File: src/rtl/dot_seq_pkg.sv
// Shared definitions for the dot_seq sequencer and its datapath wrapper:
// FSM state encoding and default widths / pipeline latency.
package dot_seq_pkg;

  localparam int unsigned W_DEF        = 32;
  localparam int unsigned LEN_W_DEF    = 16;
  localparam int unsigned PIPE_LAT_DEF = 2;

  typedef enum logic [1:0] {
    IDLE  = 2'd0,
    FEED  = 2'd1,
    DRAIN = 2'd2,
    DONE  = 2'd3
  } state_t;

endpackage

File: src/rtl/dot_seq_tag.sv
// Valid-tag shift register that follows beats through the PIPE_LAT-deep
// dual-MAC datapath; tag_out marks the cycle a real result sits on mul_c.
module dot_seq_tag
  import dot_seq_pkg::*;
#(
  parameter int unsigned PIPE_LAT = PIPE_LAT_DEF
) (
  input  logic clk,
  input  logic reset,
  input  logic i_fire,
  output logic o_tag_out,
  output logic o_all_zero
);

  logic [PIPE_LAT-1:0] r_tag;
  logic [PIPE_LAT-1:0] w_tag_next;

  always_comb begin
    w_tag_next    = r_tag << 1;
    w_tag_next[0] = i_fire;
  end

  always_ff @(posedge clk or posedge reset) begin
    if (reset) begin
      r_tag <= '0;
    end else begin
      r_tag <= w_tag_next;
    end
  end

  // all_zero looks one edge ahead: true when no beat remains in flight after
  // the current edge, which lets the final accumulate and DONE coincide.
  assign o_tag_out  = r_tag[PIPE_LAT-1];
  assign o_all_zero = (w_tag_next == '0);

endmodule

File: src/rtl/dot_seq.sv
// Job sequencer for the external 2-stage dual-MAC datapath: feeds LEN beats,
// accumulates tagged results and reports the dot product.
// Optional sticky unsigned-overflow flag enabled by DOT_SEQ_OVF_EN.
module dot_seq
  import dot_seq_pkg::*;
#(
  parameter int unsigned W        = W_DEF,
  parameter int unsigned LEN_W    = LEN_W_DEF,
  parameter int unsigned PIPE_LAT = PIPE_LAT_DEF
) (
  input  logic             clk,
  input  logic             reset,
  input  logic             start,
  input  logic [LEN_W-1:0] len,
  input  logic             op_valid,
  output logic             op_ready,
  input  logic [W-1:0]     op_a1,
  input  logic [W-1:0]     op_b1,
  input  logic [W-1:0]     op_a2,
  input  logic [W-1:0]     op_b2,
  output logic [W-1:0]     mul_a1,
  output logic [W-1:0]     mul_b1,
  output logic [W-1:0]     mul_a2,
  output logic [W-1:0]     mul_b2,
  input  logic [W-1:0]     mul_c,
  output logic             busy,
  output logic [W-1:0]     res,
`ifdef DOT_SEQ_OVF_EN
  output logic             ovf,
`endif
  output logic             res_valid
);

  state_t           r_state;
  state_t           w_state_next;
  logic [LEN_W-1:0] r_cnt;
  logic [W-1:0]     r_acc;
  logic [W:0]       w_sum;
  logic             w_fire;
  logic             w_start_ok;
  logic             w_tag_out;
  logic             w_all_zero;

  assign op_ready   = (r_state == FEED);
  assign w_fire     = op_valid & op_ready;
  assign w_start_ok = start & ((r_state == IDLE) | (r_state == DONE));
  assign w_sum      = {1'b0, r_acc} + {1'b0, mul_c};

  // Bubbles push zero operands so the datapath never sees stale data.
  assign mul_a1 = w_fire ? op_a1 : '0;
  assign mul_b1 = w_fire ? op_b1 : '0;
  assign mul_a2 = w_fire ? op_a2 : '0;
  assign mul_b2 = w_fire ? op_b2 : '0;

  dot_seq_tag #(
    .PIPE_LAT (PIPE_LAT)
  ) u_tag (
    .clk        (clk),
    .reset      (reset),
    .i_fire     (w_fire),
    .o_tag_out  (w_tag_out),
    .o_all_zero (w_all_zero)
  );

  always_comb begin
    w_state_next = r_state;
    case (r_state)
      IDLE, DONE: begin
        if (start) begin
          w_state_next = (len == '0) ? DONE : FEED;
        end
      end
      FEED: begin
        if (w_fire && (r_cnt == LEN_W'(1))) begin
          w_state_next = DRAIN;
        end
      end
      DRAIN: begin
        if (w_all_zero) begin
          w_state_next = DONE;
        end
      end
      default: w_state_next = IDLE;
    endcase
  end

  always_ff @(posedge clk or posedge reset) begin
    if (reset) begin
      r_state <= IDLE;
    end else begin
      r_state <= w_state_next;
    end
  end

  always_ff @(posedge clk or posedge reset) begin
    if (reset) begin
      r_cnt <= '0;
    end else if (w_start_ok) begin
      r_cnt <= len;
    end else if (w_fire) begin
      r_cnt <= r_cnt - LEN_W'(1);
    end
  end

  // Start clears the sum; tags are all zero in IDLE/DONE so no accumulate collides.
  always_ff @(posedge clk or posedge reset) begin
    if (reset) begin
      r_acc <= '0;
    end else if (w_start_ok) begin
      r_acc <= '0;
    end else if (w_tag_out) begin
      r_acc <= w_sum[W-1:0];
    end
  end

`ifdef DOT_SEQ_OVF_EN
  logic r_ovf;

  always_ff @(posedge clk or posedge reset) begin
    if (reset) begin
      r_ovf <= 1'b0;
    end else if (w_start_ok) begin
      r_ovf <= 1'b0;
    end else if (w_tag_out && w_sum[W]) begin
      r_ovf <= 1'b1;
    end
  end

  assign ovf = r_ovf;
`endif

  assign busy      = (r_state == FEED) | (r_state == DRAIN);
  assign res_valid = (r_state == DONE);
  assign res       = r_acc;

endmodule

File: config.mk
export PLATFORM = sky130hd
export DESIGN_NAME = dot_seq
export DESIGN_NICKNAME = d
export VERILOG_FILES = /design/src/rtl/dot_seq_pkg.sv /design/src/rtl/dot_seq_tag.sv /design/src/rtl/dot_seq.sv
export SDC_FILE = /design/constraint.sdc
export NUM_CORES = 1
export LEC_CHECK = 0
export CAP_MARGIN = 30
export CORE_MARGIN = 8
export CORE_UTILIZATION = 33
export CTS_BUF_LIST = sky130_fd_sc_hd__clkbuf_16
export DETAILED_ROUTE_END_ITERATION = 10
export PLACE_DENSITY = 0.83
export SETUP_SLACK_MARGIN = 0.15
export SYNTH_ARGS = -nofsm -noshare
export SYNTH_HDL_FRONTEND = slang
export SYNTH_SLANG_ARGS = --single-unit
File: constraint.sdc
create_clock -name clk -period 2.78 [get_ports clk]
set_clock_uncertainty 0.15 [all_clocks]
set_input_delay 0.278 -clock clk [delete_from_list [all_inputs] [get_ports clk]]
set_output_delay 0.278 -clock clk [all_outputs]
set_load 0.05 [all_outputs]
==> impl_results.md <==
* Peak VDD IR at 649 uV
* RSZ-0062 raised after global routing: true
* Die Y at 139 um
* Avg Cell Area, Syn at 7.83 um2
* Vias in the first global route at 6767
* Design area at 10900 um2
* Sw power at 0.00466 W
* Pwr/cell area at 836 nW/um2
* Number of antenna violations at the first check in global routing at 6
* Skew-Pair Late Insertion Delay at 0.30 ns
* Synth cell types at 59
* Hold Buf Count CTS at 0
* Hold path depth at 0
* Final Worst Setup Slack at 0.0418 ns
* Seq pwr share at 15.3%
* Die ar. at 19400 um2
* Starting Density at 33.3%
* CP Launch Type: flop
* CTS tree: yes
* Max-slew headroom at 36.1%
* Comb pwr share at 77.7%
* Max-cap viol count at 0
* Most frequent cells in the layout: clkdlybuf4s50_1 (209), and3_1 (130), buf_12 (128)
* Fin. max-slew vios at 0
* Detailed Place HPWL at 20.3 mm
* Layout cells sized above 1 at 27.9%
* Setup Viol. Count Final at 0
* Syn Nets at 857
* Top sig layer: met5
* Seq/Total Area, Yosys at 26.0%
* Clock-pin slew of the registers on the worst-case setup and hold paths at 0.07 ns
* Post-DP Area at 10300 um2
* Synth Register Bits at 52
* Asr flop ratio synth at 100%
* DRT iter0 DRCs at 453
* Pint at 0.00443 W
* Crit path DAT at 2.76 ns
* CP Capture Type: flop
* Grt total ovfl at 0
* Post-Syn Area at 5000 um2
* LEAKAGE at 4.96 nW
* Core footprint at 15000 um2
* Synth Flop Type: dfrtp_1
* Crit Path Class: flop to flop
* Tot GR Track Use at 25.3%
* Die Span X at 139 um
* End-of-flow core utilization at 72.3%
* Vias per cell at 5.58
* Antenna viol nets, final at 0
* Slew @ Worst Pin at 0.959 ns
* First-pass GRT wire length at 39.0 mm
* Metal3 WL at 2.50 mm
* Vias at 6732
* CP Data Required Time at 2.80 ns
* Final Net Count at 1232
* Critical hold path startpoint: u_tag.r_tag[0]
* Commonest non-fill, non-tap cell in the layout: clkdlybuf4s50_1
* Net Sw Frac at 51.3%
* Post-synth top area share at 26.0%
* Buffers on Ports at 342
* Critical-path maximum fanout at 4
* Fin. Hold Viols at 0
* GP Congestion at 0.915
* DR WL/cell at 21.9 um
* Top cells by area, synth: dfrtp_1 (26%), and3_1 (16%), ha_1 (9.3%)
* Root Driver: clkbuf_16
* Placed Cells at 1175
* H-Tree Depth at 2
* Maximum clock insertion buffer count at 2
* FF-to-FF path depth at 13
* Hold Crit Endpoint: u_tag.r_tag[1]
* DRC Markers at 0
* 1st-pass router iterations at 7
* YS warnings at 0
* Worst r2r src: res[0]
* Hold Path Class: flop to flop
* Met2 wire len at 13.6 mm
* EDFF count, synth at 0
* Layout area overhead at 117%
* R2r endpoint: res[20]
* FF-to-FF setup slack at 0.04 ns
* Setup WS pre-CTS at -0.358 ns
* IO Count at 343
* CTS Buf Count at 5
* Non-Filler Instances at 1206
* Fin crit share at 98.5%
* Fmax achieved at 0.365 GHz
* # rows at 45
* Hold_ws at 0.238 ns
* Outcome: complete, no violations
* Post-Route WL at 26.4 mm
* Clock sink count at 52
* Synth area leader: dfrtp_1
* Met1 WL at 9.27 mm
* Largest net degree at the start of global routing at 131
* Clock power frac at 7.0%
* Post-Synthesis Cells at 639
* Minimum clock period at 2.74 ns
sequential cells by signal (all words and copies together) (netlist names):
| name | cells |
|---|---|
| u_tag.r_tag | 2 |
| res | 32 |
| r_cnt | 16 |
| r_state | 2 |
through the flow:
stage / TNS, ns / total power, W
detailed placement: -3.29 / 0.00790
CTS: 0 / 0.00874
global placement: -2.57 / 0.00777
global route: -0.0687 / 0.00954
floorplan: 0 / 0.00520
finish: 0 / 0.00909
final cells by class:
type / count / area [um2]
timing repair buffer: 416 / 5270
fill: 987 / 4160
multi-input combinational: 522 / 3830
sequential: 52 / 1320
tap: 188 / 235
clock buffer: 5 / 125
inverter: 17 / 63.8
clock inverter: 3 / 13.8
antenna: 3 / 7.51
power by group through the flow:
stage	Combinational, W	Clock, W	Sequential (W)
after floorplan	0.00330	0	0.00190
after global placement	0.00640	0	0.00137
final	0.00707	0.000636	0.00139
after detailed placement	0.00651	0	0.00139
after CTS	0.00673	0.000631	0.00137
after global routing	0.00745	0.000658	0.00143
cells in the mapped netlist, drive strengths merged, types with 2 or more instances:
| cell | instances |
|---|---|
| a211oi | 8 |
| a21boi | 2 |
| a21o | 16 |
| a21oi | 35 |
| a221oi | 2 |
| a31oi | 4 |
| and2 | 5 |
| and3 | 131 |
| and4 | 2 |
| buf | 2 |
| clkbuf | 46 |
| dfrtp | 52 |
| ha | 37 |
| inv | 16 |
| mux2i | 15 |
| nand2 | 44 |
| nand2b | 3 |
| nand3 | 22 |
| nand4 | 6 |
| nand4b | 2 |
| nor2 | 42 |
| nor3 | 14 |
| nor4 | 10 |
| o211ai | 4 |
| o21a | 7 |
| o21ai | 36 |
| o21bai | 8 |
| o22a | 2 |
| o311ai | 2 |
| o31ai | 5 |
| or3 | 6 |
| or4 | 4 |
| xnor2 | 23 |
| xor2 | 9 |
critical path, stage by stage (launching register included):
cell and delay [ns]:
dfrtp_2 0.43, ha_4 0.17, fa_2 0.35, a21o_1 0.20
a21oi_4 0.18, nor4_2 0.06, o32ai_2 0.21, buf_4 0.22
buf_6 0.11, buf_6 0.09, o311ai_4 0.08, xor2_1 0.17
mux2i_1 0.14, nor2_1 0.05
kinds of logic (layout without fill, tap and decap cells):
family	after synthesis	in the layout	synth area share (%)
simple gates	296	296	32.6
compound gates	141	141	18.3
buf+inv	65	441	4.90
flops	52	52	26.0
fa+ha+maj	38	38	9.65
xor+xnor	32	32	5.60
mux	15	15	3.00
other cells	0	3	0
what timing repair did:
item	4_1_cts	5_1_grt
gates resized for setup	27	34
pin swaps	19	27
buffers inserted	12	8
setup endpoints to repair	144	23
worst max path at each step:
stage	from	to	slack, ns	cells after the start
2_1_floorplan	res[0]	res[28]	0.09	10
3_3_place_gp	mul_c[1]	res[29]	-0.29	11
3_5_place_dp	mul_c[1]	res[29]	-0.36	11
4_1_cts	res[0]	res[28]	0.09	11
5_1_grt	res[0]	res[20]	-0.04	13
6_report	res[0]	res[20]	0.04	13
per-layer routing:
layer / global-route usage, % / vias to the layer above
li1: - / 3087
met1: 26.9 / 3181
met2: 45.7 / 388
met3: 8.78 / 70
met4: 8.72 / 6
met5: 0 / -
(Power assumes the default switching activity.)
